`src/rtl/board_pkg.sv`:
```
// Shared types and constants for the board line-clear engine.
package board_pkg;

  typedef enum logic [2:0] {
    ST_IDLE,
    ST_CHECK,
    ST_COPY,
    ST_FILL,
    ST_DONE
  } state_e;

  localparam int EMPTY_ID   = 0;
  localparam int DEF_WIDTH  = 10;
  localparam int DEF_HEIGHT = 20;
  localparam int DEF_ID_W   = 3;

endpackage

```
`src/rtl/line_compactor_ctr.sv`:
```
// Control FSM for the line compactor: sequences CHECK/COPY/FILL and emits
// pointer/counter strobes; the datapath lives in the top level.
module line_compactor_ctr import board_pkg::*; (
  input  logic   clk,
  input  logic   reset_n,
  input  logic   start_i,
  input  logic   last_col_i,
  input  logic   row_full_i,
  input  logic   src_zero_i,
  input  logic   src_eq_dst_i,
  input  logic   cnt_zero_i,
  output state_e state_o,
  output logic   load_o,
  output logic   src_dec_o,
  output logic   dst_dec_o,
  output logic   cnt_inc_o,
  output logic   fill_load_o
);

  state_e state_q, state_d;

  // State register.
  always_ff @(posedge clk or negedge reset_n) begin
    if (!reset_n) state_q <= ST_IDLE;
    else          state_q <= state_d;
  end

  // Next-state and strobe decode; decisions are taken on the last column.
  always_comb begin
    state_d     = state_q;
    load_o      = 1'b0;
    src_dec_o   = 1'b0;
    dst_dec_o   = 1'b0;
    cnt_inc_o   = 1'b0;
    fill_load_o = 1'b0;
    unique case (state_q)
      ST_IDLE: begin
        if (start_i) begin
          load_o  = 1'b1;
          state_d = ST_CHECK;
        end
      end
      ST_CHECK: begin
        if (last_col_i) begin
          if (row_full_i) begin
            cnt_inc_o = 1'b1;
            if (src_zero_i) begin
              fill_load_o = 1'b1;
              state_d     = ST_FILL;
            end else begin
              src_dec_o = 1'b1;
            end
          end else if (!src_eq_dst_i) begin
            state_d = ST_COPY;
          end else if (src_zero_i) begin
            // Nothing to blank-fill when no row was removed.
            if (cnt_zero_i) begin
              state_d = ST_DONE;
            end else begin
              fill_load_o = 1'b1;
              state_d     = ST_FILL;
            end
          end else begin
            src_dec_o = 1'b1;
            dst_dec_o = 1'b1;
          end
        end
      end
      ST_COPY: begin
        if (last_col_i) begin
          if (src_zero_i) begin
            fill_load_o = 1'b1;
            state_d     = ST_FILL;
          end else begin
            src_dec_o = 1'b1;
            dst_dec_o = 1'b1;
            state_d   = ST_CHECK;
          end
        end
      end
      ST_FILL: begin
        if (last_col_i) begin
          if (src_zero_i) state_d = ST_DONE;
          else            src_dec_o = 1'b1;
        end
      end
      ST_DONE: state_d = ST_IDLE;
      default: state_d = ST_IDLE;
    endcase
  end

  assign state_o = state_q;

endmodule

```
`src/rtl/line_compactor.sv`:
```
// Multi-row line-clear engine: scans rows bottom-up, compacts surviving rows
// downward in place and blank-fills the freed rows at the top.
module line_compactor import board_pkg::*; #(
  parameter  int WIDTH   = DEF_WIDTH,
  parameter  int HEIGHT  = DEF_HEIGHT,
  parameter  int ID_W    = DEF_ID_W,
  parameter  int TOTAL_W = 16,
  localparam int XW      = $clog2(WIDTH),
  localparam int YW      = $clog2(HEIGHT),
  localparam int CW      = $clog2(HEIGHT + 1)
) (
  input  logic               clk,
  input  logic               reset_n,
  input  logic               start,
  input  logic [ID_W-1:0]    read_id,
  output logic [XW-1:0]      read_x,
  output logic [YW-1:0]      read_y,
  output logic [XW-1:0]      write_x,
  output logic [YW-1:0]      write_y,
  output logic [ID_W-1:0]    write_id,
  output logic               wren,
  output logic               busy,
  output logic               done,
  output logic [CW-1:0]      lines_cleared,
  output logic [HEIGHT-1:0]  clear_mask,
  output logic [TOTAL_W-1:0] total_lines
);

  localparam int SW = ((TOTAL_W > CW) ? TOTAL_W : CW) + 1;
  localparam logic [SW-1:0] TOT_MAX = {{(SW-TOTAL_W){1'b0}}, {TOTAL_W{1'b1}}};

  state_e state;
  logic   load, src_dec, dst_dec, cnt_inc, fill_load;
  logic   last_col, full_now, active;

  logic [XW-1:0]      x_q, x_d;
  logic [YW-1:0]      src_q, src_d, dst_q, dst_d;
  logic [CW-1:0]      cnt_q, cnt_d, fill_top;
  logic               row_full_q;
  logic [HEIGHT-1:0]  mask_q, mask_d;
  logic [CW-1:0]      lines_q;
  logic [TOTAL_W-1:0] total_q, total_d;
  logic [SW-1:0]      sum;

  assign last_col = (x_q == XW'(WIDTH - 1));
  // The AND chain restarts at column 0 so no explicit per-row clear is needed.
  assign full_now = ((x_q == '0) ? 1'b1 : row_full_q) & (read_id != ID_W'(EMPTY_ID));
  assign active   = (state == ST_CHECK) || (state == ST_COPY) || (state == ST_FILL);
  // Highest row to blank: cnt-1, counting a row cleared in this same cycle.
  assign fill_top = cnt_inc ? cnt_q : (cnt_q - CW'(1));
  assign sum      = SW'(total_q) + SW'(cnt_q);

  line_compactor_ctr u_ctr (
    .clk          (clk),
    .reset_n      (reset_n),
    .start_i      (start),
    .last_col_i   (last_col),
    .row_full_i   (full_now),
    .src_zero_i   (src_q == '0),
    .src_eq_dst_i (src_q == dst_q),
    .cnt_zero_i   (cnt_q == '0),
    .state_o      (state),
    .load_o       (load),
    .src_dec_o    (src_dec),
    .dst_dec_o    (dst_dec),
    .cnt_inc_o    (cnt_inc),
    .fill_load_o  (fill_load)
  );

  // Datapath next-state: pointers, column, count, mask and accumulator.
  always_comb begin
    x_d     = x_q;
    src_d   = src_q;
    dst_d   = dst_q;
    cnt_d   = cnt_q;
    mask_d  = mask_q;
    total_d = total_q;
    if (load) begin
      x_d    = '0;
      src_d  = YW'(HEIGHT - 1);
      dst_d  = YW'(HEIGHT - 1);
      cnt_d  = '0;
      mask_d = '0;
    end else begin
      if (active) x_d = last_col ? '0 : x_q + XW'(1);
      // The source pointer is reused as the fill row pointer.
      if (fill_load)    src_d = fill_top[YW-1:0];
      else if (src_dec) src_d = src_q - YW'(1);
      if (dst_dec) dst_d = dst_q - YW'(1);
      if (cnt_inc) begin
        cnt_d         = cnt_q + CW'(1);
        mask_d[src_q] = 1'b1;
      end
      if (state == ST_DONE) total_d = (sum > TOT_MAX) ? TOT_MAX[TOTAL_W-1:0] : sum[TOTAL_W-1:0];
    end
  end

  // Datapath registers.
  always_ff @(posedge clk or negedge reset_n) begin
    if (!reset_n) begin
      x_q        <= '0;
      src_q      <= '0;
      dst_q      <= '0;
      cnt_q      <= '0;
      row_full_q <= 1'b0;
      mask_q     <= '0;
      lines_q    <= '0;
      total_q    <= '0;
    end else begin
      x_q     <= x_d;
      src_q   <= src_d;
      dst_q   <= dst_d;
      cnt_q   <= cnt_d;
      mask_q  <= mask_d;
      total_q <= total_d;
      if (state == ST_CHECK) row_full_q <= full_now;
      if (state == ST_DONE)  lines_q    <= cnt_q;
    end
  end

  assign busy          = (state != ST_IDLE);
  assign done          = (state == ST_DONE);
  assign wren          = (state == ST_COPY) || (state == ST_FILL);
  assign read_x        = (state == ST_IDLE) ? '0 : x_q;
  assign read_y        = (state == ST_IDLE) ? '0 : src_q;
  assign write_x       = wren ? x_q : '0;
  assign write_y       = (state == ST_COPY) ? dst_q : ((state == ST_FILL) ? src_q : '0);
  assign write_id      = (state == ST_COPY) ? read_id : '0;
  assign lines_cleared = lines_q;
  assign clear_mask    = mask_q;
  assign total_lines   = total_q;

endmodule

```
`config.mk`:
```
export PLATFORM = sky130hd
export DESIGN_NAME = line_compactor
export DESIGN_NICKNAME = d
export VERILOG_FILES = /design/src/rtl/board_pkg.sv /design/src/rtl/line_compactor_ctr.sv /design/src/rtl/line_compactor.sv
export SDC_FILE = /design/constraint.sdc
export NUM_CORES = 1
export LEC_CHECK = 0
export BUFFER_PORTS_ARGS = -buffer_cell sky130_fd_sc_hd__buf_2
export CORE_MARGIN = 3
export CORE_UTILIZATION = 50
export CTS_BUF_LIST = sky130_fd_sc_hd__clkbuf_4
export DETAILED_ROUTE_END_ITERATION = 16
export GPL_TIMING_DRIVEN = 0
export PLACE_DENSITY = 0.82
export SYNTH_ARGS = -nofsm -noshare
export SYNTH_HDL_FRONTEND = slang
export SYNTH_SLANG_ARGS = --single-unit
```
`constraint.sdc`:
```
create_clock -name clk -period 2.57 [get_ports clk]
set_input_delay 0.257 -clock clk [delete_from_list [all_inputs] [get_ports clk]]
set_output_delay 0.257 -clock clk [all_outputs]
set_load 0.03 [all_outputs]
```
==> results of run 1 <==
per-layer routing:
metal | GRT usage | share of wire
met4 | 0.0743 | 0.015
met3 | 0.0455 | 0.046
met5 | 0 | 0
met2 | 0.377 | 0.49
met1 | 0.273 | 0.45
what timing repair did:
item	in CTS	in global routing
gates resized for setup	1	3
hold buffers	1	0
hold endpoints to repair	25	0
setup endpoints to repair	15	15
buffers inserted	0	0
where the power goes:
| group | internal, mW | switching (mW) | leakage, nW |
|---|---|---|---|
| clock network | 0.387 | 0.372 | 0.0847 |
| registers | 1.14 | 0.137 | 0.852 |
| logic | 0.616 | 1.19 | 1.33 |
logic make-up (layout without fill, tap and decap cells):
kind of cell    Yosys count  count (layout)  share of synthesized area
compound gates           85              85                      0.156
xor+xnor                 19              19                     0.0444
fa+ha+maj                13              13                     0.0454
buf+inv                  42             130                     0.0521
flops                    64              64                      0.428
mux                      13              13                     0.0358
simple gates            169             169                      0.238
area by class of cell:
class                      instances  share of cell area
clock buffer                       9              0.0153
inverter                          18              0.0153
buffer                            24              0.0289
timing repair buffer              72              0.0862
clock inverter                     7              0.0196
sequential                        64               0.363
multi-input combinational        299               0.444
tap                               96              0.0272
tightest hold or removal path: cells and delay by family:
kind            cells  cell delay [ns]
compound gates      1             0.07
simple gates        2             0.28
buf+inv             1             0.11
cells in the mapped netlist (3+ instances only):
| cell | number | area, um2 |
|---|---|---|
| a31oi_1 | 6 | 37.5 |
| o211ai_1 | 6 | 45.0 |
| a21oi_1 | 15 | 75.1 |
| nor2_1 | 38 | 143 |
| buf_1 | 3 | 11.3 |
| buf_4 | 3 | 22.5 |
| buf_2 | 8 | 40.0 |
| o21ai_0 | 29 | 145 |
| dfrtp_1 | 64 | 1600 |
| a41oi_1 | 4 | 35.0 |
| nor2b_1 | 11 | 68.8 |
| mux2i_1 | 10 | 100 |
| inv_1 | 17 | 63.8 |
| nand2_1 | 59 | 221 |
| nor3_1 | 6 | 30.0 |
| clkbuf_1 | 7 | 26.3 |
| xnor2_1 | 8 | 70.1 |
| nand4_1 | 5 | 31.3 |
| and2_1 | 11 | 68.8 |
| xor2_1 | 11 | 96.3 |
| ha_1 | 12 | 150 |
| nand3_1 | 8 | 40.0 |
metrics by stage:
| step | TNS, ns | setup slack (ns) | utilization | total power, mW | hold slack (ns) |
|---|---|---|---|---|---|
| CTS | 0 | 0.0327 | 0.627 | 3.84 | 0.337 |
| finish | 0 | 0.237 | 0.629 | 3.84 | 0.347 |
| global route | 0 | 0.0714 | 0.629 | 4.10 | 0.361 |
| detailed placement | -0.774 | -0.133 | 0.603 | 3.08 | 0.298 |
| global placement | 0 | 0.0144 | 0.601 | 3.02 | 0.457 |
| floorplan | 0 | 0.265 | - | 2.62 | -0.0386 |
sequential cells by signal, indices dropped and copies added, names as in the netlist, 3 cells and up:
| register | flops |
|---|---|
| clear_mask | 20 |
| cnt_q | 5 |
| dst_q | 5 |
| lines_cleared | 5 |
| src_q | 5 |
| total_lines | 16 |
| u_ctr.state_o | 3 |
| x_q | 4 |
final timing paths:
check	start	end	depth (start not counted)
max	cnt_q[0]	total_lines[1]	9
max reg2reg	cnt_q[0]	total_lines[1]	9
min reg2reg	lines_cleared[3]	lines_cleared[3]	2
min	start	clear_mask[5]	4
min in group asynchronous	reset_n	total_lines[5]	2
max in group asynchronous	reset_n	cnt_q[0]	3
==> qor.json, run 1 <==
{
  "regToRegSetupSlack": {"value": 0.24, "unit": "ns"},
  "cp_slowest_cell": {"value": "dfrtp_2"},
  "via_count_of_the_first_global_routing_pass": {"value": 3202},
  "relSlewSlack": {"value": 0.586},
  "dr.pass1.iters": {"value": 4},
  "layout.nets": {"value": 507},
  "clock_insertion_delay_worst_skew": {"value": 0.40, "unit": "ns"},
  "placedCellCount": {"value": 572},
  "n_fill_cell": {"value": 606},
  "min-delay-path-class": {"value": "in2reg"},
  "drv.max_cap_violation_count": {"value": 0},
  "final_antenna_net_count": {"value": 0},
  "synth_flop_cell": {"value": "dfrtp_1"},
  "syn-mean-instance-area": {"value": 9.25, "unit": "um2"},
  "critical-path-max-stage-delay": {"value": 0.46, "unit": "ns"},
  "clk_path_buf_depth": {"value": 2},
  "yosysUniqueCellTypes": {"value": 75},
  "ir_worst_vdd": {"value": 0.491, "unit": "mV"},
  "area_growth": {"value": 17.8, "unit": "%"},
  "area_of_the_mapped_netlist": {"value": 3740, "unit": "um2"},
  "postLayoutCellArea": {"value": 4410, "unit": "um2"},
  "antenna_cells": {"value": 0},
  "clock_tree_from_tritoncts": {"value": "done"},
  "worstPathMaxFanout": {"value": 10},
  "io-pin-count": {"value": 71},
  "route.final.wire_length": {"value": 8.71, "unit": "mm"},
  "worst-setup-path-type": {"value": "reg2reg"},
  "report.final.setup_viol": {"value": 0},
  "clkTransAtPathRegs": {"value": 0.11, "unit": "ns"},
  "grt_use_total": {"value": 0.219},
  "fin_crit_sh": {"value": 0.908},
  "synth_enable_flop_cells": {"value": 0},
  "drt_first_iter_violations": {"value": 143},
  "synthesis.instances": {"value": 405},
  "worst-endpoint-required": {"value": 2.88, "unit": "ns"},
  "max_freq": {"value": 429, "unit": "MHz"},
  "status": {"value": "finished, final reports clean"},
  "final-instance-count-excl-fill": {"value": 589},
  "skew": {"value": 0.00700, "unit": "ns"},
  "route.detailed.vias_per_inst": {"value": 5.47},
  "timing.critical_path.mode_cell": {"value": "o211ai_1"},
  "std_cell_rows": {"value": 30},
  "sequential_cell_area": {"value": 1600, "unit": "um2"},
  "port_bufs": {"value": 70},
  "globalplace.congestion": {"value": 0.840},
  "start_util": {"value": 0.534},
  "die_footprint": {"value": 8560, "unit": "um2"},
  "cts-buffers-inserted": {"value": 9},
  "multi_input_area": {"value": 1960, "unit": "um2"},
  "routed_wirelength_normalized_by_instance_count": {"value": 14.8, "unit": "um"},
  "layout-drive-gt1-share": {"value": 0.260},
  "post-route-drc-count": {"value": 0},
  "synth_nets": {"value": 424},
  "gr-total-overflow": {"value": 0},
  "tritoncts_num_sinks": {"value": 64},
  "timing.critical_path.cells": {"value": "ha_1, inv_1, fa_1, nor2b_1, o21ai_0, a21boi_2, o211ai_1, buf_2, o211ai_1"},
  "static_power_due_to_leakage": {"value": 2.26, "unit": "nW"},
  "die_height": {"value": 92.5, "unit": "um"},
  "antenna_found_initial": {"value": 0},
  "timing.final.max_slew_violations": {"value": 0},
  "half_perimeter_wire_length_after_detailed_placement": {"value": 6.45, "unit": "mm"},
  "postSynthRegisterBits": {"value": 64},
  "grt_pass1_wl": {"value": 15.0, "unit": "mm"},
  "yosysSeqAreaShare": {"value": 0.428},
  "arrival": {"value": 2.65, "unit": "ns"},
  "worst-path-buf-inv": {"value": 2},
  "final_period_minus_worst_setup_slack": {"value": 2.33, "unit": "ns"},
  "route.vias.total": {"value": 3223},
  "worstSetupStartpointType": {"value": "register"},
  "clock_tree.root_cell": {"value": "clkbuf_4"},
  "placed_cell_area": {"value": 4240, "unit": "um2"},
  "most-common-layout-cells": {"value": "buf_2, dfrtp_1, nand2_1"},
  "cp_top_family": {"value": "compound AO/OA/AOI/OAI gates"},
  "power_density": {"value": 870, "unit": "nW/um2"},
  "rsz0062_at_grt": {"value": "no"},
  "core_area": {"value": 7020, "unit": "um2"},
  "yosys_warnings": {"value": 0},
  "die_width": {"value": 92.5, "unit": "um"},
  "cts.htree.levels": {"value": 3},
  "final-hold-violation-count": {"value": 0},
  "synth-async-reset-ratio": {"value": 1.00},
  "commonest_non_fill_non_tap_cell_in_the_layout": {"value": "buf_2"},
  "worst_pin_slew": {"value": 0.621, "unit": "ns"},
  "grt_max_degree": {"value": 40},
  "crit_path_end_kind": {"value": "register"}
}
Power figures use the tool's default switching activity.
==> run 2: changes to the inputs <==
Settings changed: CORE_ASPECT_RATIO set to 0.5.
==> run 2 against run 1 <==
Non-clock buffer count stayed put; critical path depth down 3; via count fell by 2.0%; critical endpoint is now done; largest cell class unchanged; design area decreased by 1.4%.
==> qor.json, run 2 (synthesis results as in run 1) <==
{
  "status": {"value": "finished, final reports clean"},
  "io-pin-count": {"value": 71},
  "multi_input_area": {"value": 1960, "unit": "um2"},
  "routed_wirelength_normalized_by_instance_count": {"value": 14.6, "unit": "um"},
  "worst-setup-path-type": {"value": "reg2out"},
  "crit_start": {"value": "u_ctr.state_o[1]"},
  "globalplace.congestion": {"value": 0.860},
  "worst-endpoint-required": {"value": 2.31, "unit": "ns"},
  "route.vias.total": {"value": 3160},
  "final.hold.worst_slack": {"value": 0.336, "unit": "ns"},
  "timing.final.max_slew_violations": {"value": 0},
  "worstSetupStartpointType": {"value": "register"},
  "drv.max_cap_violation_count": {"value": 0},
  "min-delay-path-class": {"value": "in2reg"},
  "route.final.wire_length": {"value": 8.53, "unit": "mm"},
  "die_height": {"value": 67.2, "unit": "um"},
  "die_width": {"value": 128, "unit": "um"},
  "skew": {"value": 0.00542, "unit": "ns"},
  "power_density": {"value": 834, "unit": "nW/um2"},
  "postLayoutCellArea": {"value": 4350, "unit": "um2"},
  "start_util": {"value": 0.538},
  "clock_tree.root_cell": {"value": "clkbuf_4"},
  "die_footprint": {"value": 8630, "unit": "um2"},
  "timing.critical_path.mode_cell": {"value": "buf_2"},
  "cp_slowest_cell": {"value": "dfrtp_1"},
  "gr-total-overflow": {"value": 0},
  "grt_use_total": {"value": 0.208},
  "r2r_start": {"value": "cnt_q[0]"},
  "cts.htree.levels": {"value": 3},
  "final_period_minus_worst_setup_slack": {"value": 2.33, "unit": "ns"},
  "drt_first_iter_violations": {"value": 257},
  "final-instance-count-excl-fill": {"value": 583},
  "std_cell_rows": {"value": 21},
  "grt_pass1_wl": {"value": 14.2, "unit": "mm"},
  "port_bufs": {"value": 70},
  "cts-buffers-inserted": {"value": 9},
  "clock_tree_from_tritoncts": {"value": "done"},
  "timing.critical_path.cells": {"value": "buf_6, or3b_1, buf_2, inv_1, buf_2, buf_2"},
  "antenna_cells": {"value": 0},
  "dr.pass1.iters": {"value": 5},
  "final_antenna_net_count": {"value": 0},
  "largest_register_ff_count": {"value": 20},
  "static_power_due_to_leakage": {"value": 2.24, "unit": "nW"},
  "critical-path-max-stage-delay": {"value": 0.41, "unit": "ns"},
  "postCtsSetupRepairBufs": {"value": 0},
  "arrival": {"value": 2.07, "unit": "ns"},
  "report.final.setup_viol": {"value": 0},
  "worst_pin_slew": {"value": 0.784, "unit": "ns"},
  "relSlewSlack": {"value": 0.478},
  "hold_path.startpoint": {"value": "read_id[2]"},
  "post-route-drc-count": {"value": 0},
  "cp_top_family": {"value": "buffers and inverters"},
  "crit_path_end_kind": {"value": "primary output"},
  "clock_insertion_delay_worst_skew": {"value": 0.42, "unit": "ns"},
  "layout.nets": {"value": 507},
  "ir_worst_vdd": {"value": 0.602, "unit": "mV"},
  "sequential_cell_area": {"value": 1600, "unit": "um2"},
  "layout-drive-gt1-share": {"value": 0.257},
  "utilization": {"value": 0.625},
  "half_perimeter_wire_length_after_detailed_placement": {"value": 6.34, "unit": "mm"},
  "most-common-layout-cells": {"value": "buf_2, dfrtp_1, nand2_1"},
  "clkTransAtPathRegs": {"value": 0.10, "unit": "ns"},
  "commonest_non_fill_non_tap_cell_in_the_layout": {"value": "buf_2"},
  "route.detailed.vias_per_inst": {"value": 5.42},
  "area_growth": {"value": 16.2, "unit": "%"},
  "max_freq": {"value": 429, "unit": "MHz"},
  "fin_crit_sh": {"value": 0.907},
  "worstPathMaxFanout": {"value": 10},
  "clk_path_buf_depth": {"value": 2},
  "n_fill_cell": {"value": 614},
  "via_count_of_the_first_global_routing_pass": {"value": 3013},
  "grt_max_degree": {"value": 35},
  "final-hold-violation-count": {"value": 0},
  "core_area": {"value": 6960, "unit": "um2"},
  "placed_cell_area": {"value": 4230, "unit": "um2"},
  "antenna_found_initial": {"value": 0},
  "total_power": {"value": 3.63, "unit": "mW"},
  "tritoncts_num_sinks": {"value": 64},
  "rsz0062_at_grt": {"value": "no"},
  "placedCellCount": {"value": 568},
  "worst-path-buf-inv": {"value": 5}
}
run 2: changes by cell type in the layout (fill, tap and decap cells not counted), sizes merged:
cell    change
bufinv      -2
clkinv      -3
clkbuf      +3
run 2: final timing paths:
kind / endpoint / slack, ns / cells after the start
max in group asynchronous: clear_mask[5] / 1.49 / 3
min in group asynchronous: total_lines[0] / 0.44 / 2
worst min register to register: lines_cleared[1] / 0.48 / 2
worst min-delay path: row_full_q / 0.34 / 4
worst max-delay path: done / 0.24 / 6
worst max register to register: total_lines[1] / 0.25 / 9
run 2: area by class of cell:
cell class | count | share of cell area
inverters | 18 | 0.0155
flip-flops and latches | 64 | 0.368
plain buffers | 24 | 0.0293
clock inverters | 2 | 0.00201
repair buffers | 72 | 0.0874
clock buffers | 12 | 0.0207
well taps | 92 | 0.0265
multi-input cells | 299 | 0.451
run 2: worst min-delay path, stage by stage:
cell,delay [ns]
buf_2,0.08
or3_4,0.12
o211a_1,0.16
o21bai_1,0.10
run 2: through the flow:
| stage | worst slack [ns] | setup TNS [ns] |
|---|---|---|
| after global routing | 0.0460 | 0 |
| after global placement | 0.0410 | 0 |
| after detailed placement | -0.00601 | -0.00601 |
| after floorplan | 0.265 | 0 |
| after CTS | 0.127 | 0 |
| final | 0.238 | 0 |
run 2: report_power, final:
group / switching (mW) / internal (mW) / total, mW / leakage (nW)
Combinational: 1.19 / 0.614 / 1.80 / 1.33
Clock: 0.337 / 0.217 / 0.555 / 0.0607
Sequential: 0.137 / 1.14 / 1.27 / 0.853
Total: 1.66 / 1.97 / 3.63 / 2.24
run 2: metal layers:
layer / GRT usage / wire [um]
met5: 0 / 0
met4: 0.0728 / 124
met3: 0.0569 / 499
met2: 0.335 / 3840
met1: 0.275 / 4060
run 2: repair_timing:
item,CTS,global route
pin swaps,0,0
hold endpoints to repair,33,0
resized for setup,1,2
hold buffers,1,0
setup endpoints to repair,7,9
==> run 3: changes to the inputs <==
Clock period 2.57 ns to 2.8 ns, I/O delays scaled along.
==> run 3 against run 2 <==
Combinational power shrank 8%; routed wire length decreased by 0.26%; clock power fell by 7.7%; die area is the same; largest cell class unchanged; sequential power is 8% lower; worst setup slack improved by 0.11 ns; design area is 0.29% lower; critical path type is now reg2reg; global-route usage unchanged; sequential share of layout area grew 0.11 points.
==> qor.json, run 3 (synthesis results as in run 1) <==
{
  "die_height": {"value": 67.2, "unit": "um"},
  "critical-path-max-stage-delay": {"value": 0.50, "unit": "ns"},
  "cts-buffers-inserted": {"value": 9},
  "routed_wirelength_normalized_by_instance_count": {"value": 14.6, "unit": "um"},
  "clock_insertion_delay_worst_skew": {"value": 0.42, "unit": "ns"},
  "clock_tree.root_cell": {"value": "clkbuf_4"},
  "r2r_start": {"value": "cnt_q[0]"},
  "worst_pin_slew": {"value": 0.763, "unit": "ns"},
  "crit_start": {"value": "cnt_q[0]"},
  "setup-tns-final": {"value": 0, "unit": "ns"},
  "route.detailed.vias_per_inst": {"value": 5.44},
  "dr.pass1.iters": {"value": 4},
  "rr_worst_depth": {"value": 9},
  "route.vias.total": {"value": 3169},
  "worst_hold_path.endpoint": {"value": "row_full_q"},
  "port_bufs": {"value": 70},
  "worstReg2RegEnd": {"value": "total_lines[1]"},
  "drv.max_cap_violation_count": {"value": 0},
  "io-pin-count": {"value": 71},
  "globalplace.congestion": {"value": 0.860},
  "p_sw_frac": {"value": 0.459},
  "grt_pass1_wl": {"value": 14.2, "unit": "mm"},
  "clkTransAtPathRegs": {"value": 0.10, "unit": "ns"},
  "start_util": {"value": 0.538},
  "seq_power_share": {"value": 0.351},
  "placed_cell_area": {"value": 4230, "unit": "um2"},
  "clock_tree_from_tritoncts": {"value": "done"},
  "combinationalPowerShare": {"value": 0.495},
  "post-route-drc-count": {"value": 0},
  "timing.critical_path.cells": {"value": "ha_1, inv_1, fa_1, nor2b_1, o21ai_0, a21boi_1, o211ai_1, buf_2, o211ai_1"},
  "report.final.setup_viol": {"value": 0},
  "grt_use_total": {"value": 0.208},
  "die_footprint": {"value": 8630, "unit": "um2"},
  "timing.critical_path.mode_cell": {"value": "o211ai_1"},
  "clock_power_share": {"value": 0.154},
  "hold_path.startpoint": {"value": "read_id[2]"},
  "worst-endpoint-required": {"value": 3.14, "unit": "ns"},
  "final_antenna_net_count": {"value": 0},
  "power_density": {"value": 768, "unit": "nW/um2"},
  "final_period_minus_worst_setup_slack": {"value": 2.45, "unit": "ns"},
  "crit_path_end_kind": {"value": "register"},
  "timing.final.max_slew_violations": {"value": 0},
  "via_count_of_the_first_global_routing_pass": {"value": 3012},
  "antenna_cells": {"value": 0},
  "commonest_non_fill_non_tap_cell_in_the_layout": {"value": "buf_2"},
  "gr-total-overflow": {"value": 0},
  "skew": {"value": 0.00745, "unit": "ns"},
  "cts.htree.levels": {"value": 3},
  "drt_first_iter_violations": {"value": 258},
  "die_width": {"value": 128, "unit": "um"},
  "grt_max_degree": {"value": 35},
  "postLayoutCellArea": {"value": 4340, "unit": "um2"},
  "antenna_found_initial": {"value": 0},
  "route.final.wire_length": {"value": 8.50, "unit": "mm"},
  "worstPathMaxFanout": {"value": 10},
  "layout-drive-gt1-share": {"value": 0.255},
  "status": {"value": "finished, final reports clean"},
  "hold_path_depth": {"value": 4},
  "regToRegSetupSlack": {"value": 0.35, "unit": "ns"},
  "tritoncts_num_sinks": {"value": 64},
  "half_perimeter_wire_length_after_detailed_placement": {"value": 6.34, "unit": "mm"},
  "std_cell_rows": {"value": 21},
  "power.switching": {"value": 1.53, "unit": "mW"},
  "ir_worst_vdd": {"value": 0.550, "unit": "mV"},
  "arrival": {"value": 2.79, "unit": "ns"},
  "max_freq": {"value": 408, "unit": "MHz"},
  "cp_slowest_cell": {"value": "dfrtp_1"},
  "most-common-layout-cells": {"value": "buf_2, dfrtp_1, nand2_1"},
  "min-delay-path-class": {"value": "in2reg"},
  "worst-setup-path-type": {"value": "reg2reg"},
  "layout.nets": {"value": 507},
  "worstSetupStartpointType": {"value": "register"},
  "area_growth": {"value": 15.9, "unit": "%"},
  "relSlewSlack": {"value": 0.491},
  "fin_crit_sh": {"value": 0.875},
  "clk_path_buf_depth": {"value": 2},
  "core_area": {"value": 6960, "unit": "um2"},
  "p_int": {"value": 1.80, "unit": "mW"},
  "rsz0062_at_grt": {"value": "no"},
  "static_power_due_to_leakage": {"value": 2.24, "unit": "nW"},
  "final-hold-violation-count": {"value": 0},
  "largest_register_ff_count": {"value": 20},
  "postCtsSetupRepairBufs": {"value": 0},
  "n_fill_cell": {"value": 614}
}
## run 3: through the flow
| stage | worst slack [ns] | total power [mW] | hold WS, ns | util | instances |
|---|---|---|---|---|---|
| finish | 0.350 | 3.33 | 0.341 | 0.623 | 583 |
| global route | 0.127 | 3.56 | 0.361 | 0.623 | 583 |
| CTS | 0.174 | 3.35 | 0.312 | 0.623 | 583 |
| detailed placement | 0.224 | 2.83 | 0.396 | 0.608 | 568 |
| global placement | 0.271 | 2.79 | 0.456 | 0.605 | 567 |
| floorplan | 0.495 | 2.40 | -0.0156 | - | 405 |
## run 3: final cells by class
| cell class | count | area (um2) | area share |
|---|---|---|---|
| clock inverters | 2 | 8.76 | 0.00202 |
| plain buffers | 24 | 128 | 0.0294 |
| repair buffers | 72 | 380 | 0.0877 |
| inverters | 18 | 67.6 | 0.0156 |
| well taps | 92 | 115 | 0.0265 |
| multi-input cells | 299 | 1950 | 0.449 |
| flip-flops and latches | 64 | 1600 | 0.369 |
| clock buffers | 12 | 90.1 | 0.0208 |
## run 3: worst max-delay path: cells and delay by family (launching register included)
kind,cells,cell delay [ns]
AOI/OAI and AO/OA,4,0.84
adders and majority gates,2,0.60
buffers and inverters,2,0.30
DFF,1,0.50
and+or+nand+nor,1,0.14
## run 3: power groups by stage
stage,Sequential [mW],Combinational [mW],Clock (mW)
floorplan,1.22,1.18,0
global placement,1.18,1.61,0
detailed placement,1.18,1.64,0
CTS,1.17,1.66,0.526
global route,1.19,1.80,0.567
finish,1.17,1.65,0.512
## run 3: worst max-delay path by stage
stage / endpoint / depth (start not counted)
2_1_floorplan: total_lines[1] / 9
3_3_place_gp: total_lines[1] / 9
3_5_place_dp: total_lines[1] / 9
4_1_cts: total_lines[1] / 9
5_1_grt: src_q[4] / 8
6_report: total_lines[1] / 9
## run 3: repair_timing
action | 4_1_cts | 5_1_grt
setup endpoints to repair | 0 | 2
gates resized for setup | 0 | 1
hold buffers | 1 | 0
hold endpoints to repair | 33 | 0
## run 3: per-layer routing
metal / share of wire / vias up / track usage
met4: 0.016 / 0 / 0.0728
met5: 0 / - / 0
met1: 0.47 / 1528 / 0.275
li1: - / 1553 / -
met3: 0.057 / 19 / 0.0569
met2: 0.45 / 69 / 0.335
